**config.mk**
```make
export PLATFORM = sky130hd
export DESIGN_NAME = alu_cmd_queue
export DESIGN_NICKNAME = d
export VERILOG_FILES = /design/src/rtl/alu_cmd_queue.sv
export SDC_FILE = /design/constraint.sdc
export NUM_CORES = 1
export LEC_CHECK = 0
export ABC_AREA = 1
export CAP_MARGIN = 10
export CORE_AREA = 2 2 102 104
export CTS_BUF_LIST = sky130_fd_sc_hd__clkbuf_4 sky130_fd_sc_hd__clkbuf_8 sky130_fd_sc_hd__clkbuf_16
export DETAILED_ROUTE_END_ITERATION = 6
export DIE_AREA = 0 0 104 106
export PLACE_DENSITY = 0.7
export REMOVE_ABC_BUFFERS = 1
export SETUP_SLACK_MARGIN = 0.1
export SLEW_MARGIN = 0
export SYNTH_ARGS = -nofsm -noshare
export SYNTH_HDL_FRONTEND = slang
export SYNTH_SLANG_ARGS = --single-unit
export TNS_END_PERCENT = 100
```
**constraint.sdc**
```tcl
create_clock -name clk -period 1.9 [get_ports clk]
set_input_delay 0.57 -clock clk [delete_from_list [all_inputs] [get_ports clk]]
set_output_delay 0.57 -clock clk [all_outputs]
set_load 0.005 [all_outputs]
```
**src/rtl/alu_cmd_queue.sv**
```systemverilog
// Command FIFO and issue stage in front of the 8-bit ALU; the ALU result is registered toward downstream.
// Optional result flags (res_zero, res_neg) are enabled by defining ALU_CMD_QUEUE_FLAGS_EN.
module alu_cmd_queue #(
    parameter int DEPTH = 4,
    parameter int AW    = 2
) (
    input  logic          clk,
    input  logic          rst,
    input  logic          cmd_valid,
    output logic          cmd_ready,
    input  logic [2:0]    cmd_oper,
    input  logic [7:0]    cmd_a,
    input  logic [7:0]    cmd_b,
    input  logic          cmd_c_in,
    output logic [2:0]    alu_oper,
    output logic [7:0]    alu_a,
    output logic [7:0]    alu_b,
    output logic          alu_c_in,
    input  logic [7:0]    alu_sum,
    input  logic          alu_c_out,
    output logic          res_valid,
    input  logic          res_ready,
    output logic [7:0]    res_sum,
    output logic          res_c_out,
    output logic [AW:0]   count
`ifdef ALU_CMD_QUEUE_FLAGS_EN
    ,
    output logic          res_zero,
    output logic          res_neg
`endif
);

    localparam int            EW       = 20;
    localparam logic [AW:0]   CNT_FULL = (AW+1)'(DEPTH);
    localparam logic [AW:0]   CNT_ONE  = (AW+1)'(1);
    localparam logic [AW-1:0] PTR_ONE  = AW'(1);

    logic [EW-1:0] mem [DEPTH];
    logic [AW-1:0] wr_ptr;
    logic [AW-1:0] rd_ptr;
    logic [EW-1:0] head;
    logic          has_data;
    logic          push;
    logic          pop;

    assign has_data  = (count != '0);
    assign cmd_ready = (count != CNT_FULL);
    assign push      = cmd_valid && cmd_ready;
    assign pop       = has_data && (!res_valid || res_ready);
    assign head      = mem[rd_ptr];

    // Empty queue presents zeros so the ALU sees a quiet input.
    assign {alu_oper, alu_a, alu_b, alu_c_in} = has_data ? head : '0;

    always_ff @(posedge clk) begin
        if (push) begin
            mem[wr_ptr] <= {cmd_oper, cmd_a, cmd_b, cmd_c_in};
        end
    end

    always_ff @(posedge clk or posedge rst) begin
        if (rst) begin
            wr_ptr <= '0;
            rd_ptr <= '0;
            count  <= '0;
        end else begin
            if (push) begin
                wr_ptr <= wr_ptr + PTR_ONE;
            end
            if (pop) begin
                rd_ptr <= rd_ptr + PTR_ONE;
            end
            case ({push, pop})
                2'b10:   count <= count + CNT_ONE;
                2'b01:   count <= count - CNT_ONE;
                default: count <= count;
            endcase
        end
    end

    // The popped head is on the ALU inputs this cycle, so its result is captured as it leaves.
    always_ff @(posedge clk or posedge rst) begin
        if (rst) begin
            res_valid <= 1'b0;
            res_sum   <= '0;
            res_c_out <= 1'b0;
        end else if (pop) begin
            res_valid <= 1'b1;
            res_sum   <= alu_sum;
            res_c_out <= alu_c_out;
        end else if (res_valid && res_ready) begin
            res_valid <= 1'b0;
        end
    end

`ifdef ALU_CMD_QUEUE_FLAGS_EN
    always_ff @(posedge clk or posedge rst) begin
        if (rst) begin
            res_zero <= 1'b0;
            res_neg  <= 1'b0;
        end else if (pop) begin
            res_zero <= (alu_sum == 8'h00);
            res_neg  <= alu_sum[7];
        end
    end
`endif

endmodule
```
# Yosys cells after proc, flatten, opt, wreduce, memory -nomap -nowiden

Memories as Yosys holds them, arrays and structs flattened.
Cells that the tools add are included.

Flip-flop bits (word level): 17
Memory bits (writable): 80
Bits of input ports: 33
Output and inout port bits: 34
Logic and storage cells: 28
Memories kept: 1

Memory list:

| name | depth | width | read ports | clocked after memory_dff | wr ports | line | RTL |
|---|---|---|---|---|---|---|---|
| mem  | 4     | 20    | 1          | 0                        | 1        | 38   | `logic [EW-1:0] mem [DEPTH];` |

Add/subtract/negate cells: 4
Equality and inequality tests: 3
Muxes and demuxes: 6
Reductions and logical operators: 8

Operators with widths:

| operator                                            | number |
|---|---|
| two-way mux 20 bit                                  | 1 |
| one-hot mux 3 bit (2 select lines)                  | 1 |
| adder 2 x 1 -> 2 bit, second input constant         | 2 |
| two-way mux 1 bit                                   | 4 |
| nonzero test 2 bit                                  | 2 |
| adder 3 x 1 -> 3 bit, second input constant         | 1 |
| logical AND 1 bit                                   | 3 |
| inequality test 3 bit, second input constant        | 1 |
| nonzero test 3 bit                                  | 1 |
| subtractor 3 x 1 -> 3 bit, second input constant    | 1 |
| equality test 2 x 1 -> 1 bit, second input constant | 1 |
| equality test 2 bit, second input constant          | 1 |
| zero test 1 bit                                     | 1 |
| logical OR 1 bit                                    | 1 |

# Logic depth before layout (Yosys ltp)

Word-level depth: 5
Gate-level depth with buffers: 12
Gate-level depth less buffers: 12

# Least setup slack after synthesis

No wires, ideal clock.

Kind: register -> register
From: register count[1]
To: memory mem[0][0], enable pin
Setup time: 0.397 ns
Arrival time: 1.609 ns
Required time: 1.503 ns
Setup slack: -0.106 ns
Cell stages (with the launch flop): 5
Buffers on the path: 0
Period minus slack after synthesis: 2.006 ns
Path through: dfrtp_1 > inv_1 > nand3_1 > nand2_2 > nor2_1

Word-level cells in the longest chain between the ends: 4

Ends and longest elaborated chain:

| what                                    | line | RTL |
|---|---|---|
| start, declared                         | 25   | `output logic [AW:0] count` |
| start signal, assigned                  | 74   | `2'b10: count <= count + CNT_ONE;` |
| start signal, assigned                  | 75   | `2'b01: count <= count - CNT_ONE;` |
| start signal, assigned                  | 76   | `default: count <= count;` |
| inequality test 3 bit                   | 47   | `assign cmd_ready = (count != CNT_FULL);` |
| net cmd_ready                           | 10   | `output logic cmd_ready,` |
| logical AND 1 bit                       | 48   | `assign push = cmd_valid && cmd_ready;` |
| two-way mux 1 bit                       | 56   | `if (push) begin` |
| two-way mux 1 bit (not written as such) | 57   | `mem[wr_ptr] <= {cmd_oper, cmd_a, cmd_b, cmd_c_in};` |
| end, declared                           | 38   |  |

The timed path passes the listed nets, and every way through them passes these cells.

# Worst setup path after layout

From: register rd_ptr[0]
To: output port alu_b[2]

Word-level cells in the longest chain between the ends: 2

Ends and longest elaborated chain:

| what                     | line | RTL |
|---|---|---|
| start, declared          | 40   | `logic [AW-1:0] rd_ptr;` |
| start signal, assigned   | 71   | `rd_ptr <= rd_ptr + PTR_ONE;` |
| memory read (4 x 20 bit) | -    |  |
| two-way mux 20 bit       | 53   | `assign {alu_oper, alu_a, alu_b, alu_c_in} = has_data ? head : '0;` |
| end, declared            | 17   | `output logic [7:0] alu_b,` |

Every way passes these cells.

==> results by group <==
Run status
  – Status: finished with violations
  – Failing checks: setup timing

Floorplanning
  – Full die area: 11000 sq um
  – Cell Rows: 37
  – Die extent in y: 106 microns
  – Io pins: 67
  – Core area: 10000 sq um
  – Die width: approximately 100 microns
  – Starting Density: 43.7%

Placement
  – Detailed Place HPWL: 5820 microns
  – Place WS: -0.352 ns
  – Routability cong.: 0.746
  – Placed instance count: between 600 and 700
  – Port Buffers: 66

Clock tree
  – Bufs on Longest Clock Path: 2
  – TritonCTS Buffers: 9
  – CTS tree: built
  – Clk pin slew, worst setup/hold paths: around 0.080 ns
  – H-tree lvl count: 3
  – Clock Latency Late Sink: approximately 0.36 ns
  – Sink count of the clock tree: 97
  – Root buffer cell: clkbuf_8

Route
  – DR vias: between 3000 and 4000
  – DRT antenna net count: 0
  – Iteration-0 DRC Markers: about 130
  – DR DRC count: 0
  – M1 wire length: 3960 microns
  – DR WL/cell: 14.4 microns
  – Final WL: 9610 microns
  – Top Layer Used: met4
  – Routed wl met2: 5010 microns
  – Vias/cell: 4.58
  – Detailed Routing Iterations Pass 1: 4
  – Met3 WL post-DR: 513 microns

Global routing
  – Vias in the first global route: 3189
  – Initial antenna violation count: 0
  – Total GRT Usage: 18.1%
  – Global-route wire length before repair: 15300 microns
  – Pin count of the biggest net entering global routing: 23
  – Grt total ovfl: 0

Yosys
  – Sequential share of the synthesized area: 64.8%
  – Top-area cell type share of the netlist area: 55.0%
  – Area of the mapped netlist: 4370 sq um
  – Yosys synthesis warning count: 0
  – Largest cells by area after synthesis: edfxtp_1, dfrtp_1, nand2_1
  – Top cell type by total area after synthesis: edfxtp_1
  – Syn_area_per_cell: between 10 and 15 sq um
  – Yosys cell types: 20
  – Seq cells post-synth: 97
  – Gate Count Post-Synth: 415

Timing
  – Tcrit/Tclk final: 114%
  – Worst rel slew slack: 83.5%
  – Worst Skew: 0.00791 ns
  – WHS: 0.494 ns
  – Setup ws final: -0.263 ns
  – Final setup vio count: 20
  – Final hold vios: 0
  – RSZ-0062 raised after global routing: true
  – Max-slew violations: 0
  – Final setup TNS: -3.65 ns
  – Slew @ Worst Pin: about 0.25 ns
  – Fmax: 462 MHz
  – Min Clock Period, post-route: approximately 2.2 ns

Power and ir drop
  – Peak supply drop: around 0.8 mV
  – Power density over the cells: 1510 nW/um^2
  – Leak: 2.74 nW

Layout
  – Antenna cells: 0
  – Finished Layout Cells: 667
  – Most frequent cells in the layout: inv_1, nand2_1, edfxtp_1
  – Nets: 565
  – Layout cells sized above 1: about 32%
  – Core Util, Final: 59.5%
  – Syn-to-layout area delta: 36.2%
  – Filler cells: between 800 and 900

Worst setup path
  – Reg2Reg Setup Slack: 0.21 ns
  – Worst EP required: between 1 and 1.5 ns
  – Critical Path AT: around 1.6 ns
  – CP max FO: 5
  – Crit Path Category: flop to output port
  – CP startpoint kind: flop
  – CP endpoint kind: output port

Min path
  – Worst Hold Class: flop to flop

Job
  – Max-cap check violation count: 0
## synth_stat cells
master,instances
a21oi_1,10
a21oi_2,10
buf_2,8
buf_4,2
buf_6,6
dfrtp_1,17
edfxtp_1,80
fa_1,1
ha_1,5
inv_1,93
inv_2,4
inv_4,1
nand2_1,111
nand2_2,12
nand3_1,35
nand3_2,11
nand4_1,1
nor2_1,4
o21ai_0,2
xnor2_1,2
## sequential cells by signal (all words and copies together) (netlist names)
signal and cells:
res_c_out 1, rd_ptr 2, res_sum 8, count 3
wr_ptr 2, res_valid 1, mem 80
## path summary, 6_finish.rpt
path	start	endpoint	cells past startpoint
min	res_sum[4]	res_sum[4]	2
max reg2reg	count[0]	count[1]	9
max	rd_ptr[0]	alu_b[2]	6
max in group asynchronous	rst	rd_ptr[0]	3
min in group asynchronous	rst	res_sum[5]	3
min reg2reg	res_sum[4]	res_sum[4]	2
## critical path: stages, from the launching register on
cell     delay (ns)
dfrtp_2        0.48
buf_8          0.17
buf_16         0.14
nand2_4        0.06
nand3_2        0.07
a21oi_2        0.17
buf_2          0.13
## final cells by class
type                    instances  area [sq um]  area share, %
clock buffers                  10           131           2.21
clock inverters                 6          58.8          0.989
well taps                     136           170           2.86
multi-input cells             204          1240           20.9
flip-flops and latches         97          2830           47.6
inverters                      98           375           6.31
repair buffers                116          1140           19.2
## power by group
part / internal (mW) / switching, mW
clock network: 0.614 / 0.674
logic: 2.24 / 2.42
registers: 2.85 / 0.211
total: 5.70 / 3.30
## through the flow
stage	instance area (sq um)	power [mW]
after floorplan	4240	4.94
after global placement	5430	7.15
after detailed placement	5430	7.24
after CTS	5850	8.87
after global routing	5950	9.59
final	5950	9.01
## layer usage
layer / vias up / GRT usage, %
li1: 1519 / -
met1: 1426 / 19.8
met2: 93 / 32.9
met3: 16 / 4.54
met4: 0 / 8.59
met5: - / 0
## cells by family after synthesis
family,after synthesis,share of synthesized area [%]
compound gates,22,3.38
xor+xnor,2,0.401
fa+ha+maj,6,1.89
buf+inv,114,11.3
flops,97,64.8
simple gates,174,18.3
## repair_timing
item / CTS / global route
resized for setup: 145 / 17
hold buffers: 0 / 0
pin swaps: 29 / 21
cloned: 5 / 0
endpoints found under the setup margin: 35 / 23
buffers inserted: 8 / 5
Note: power is estimated with default switching activity, not from simulation.
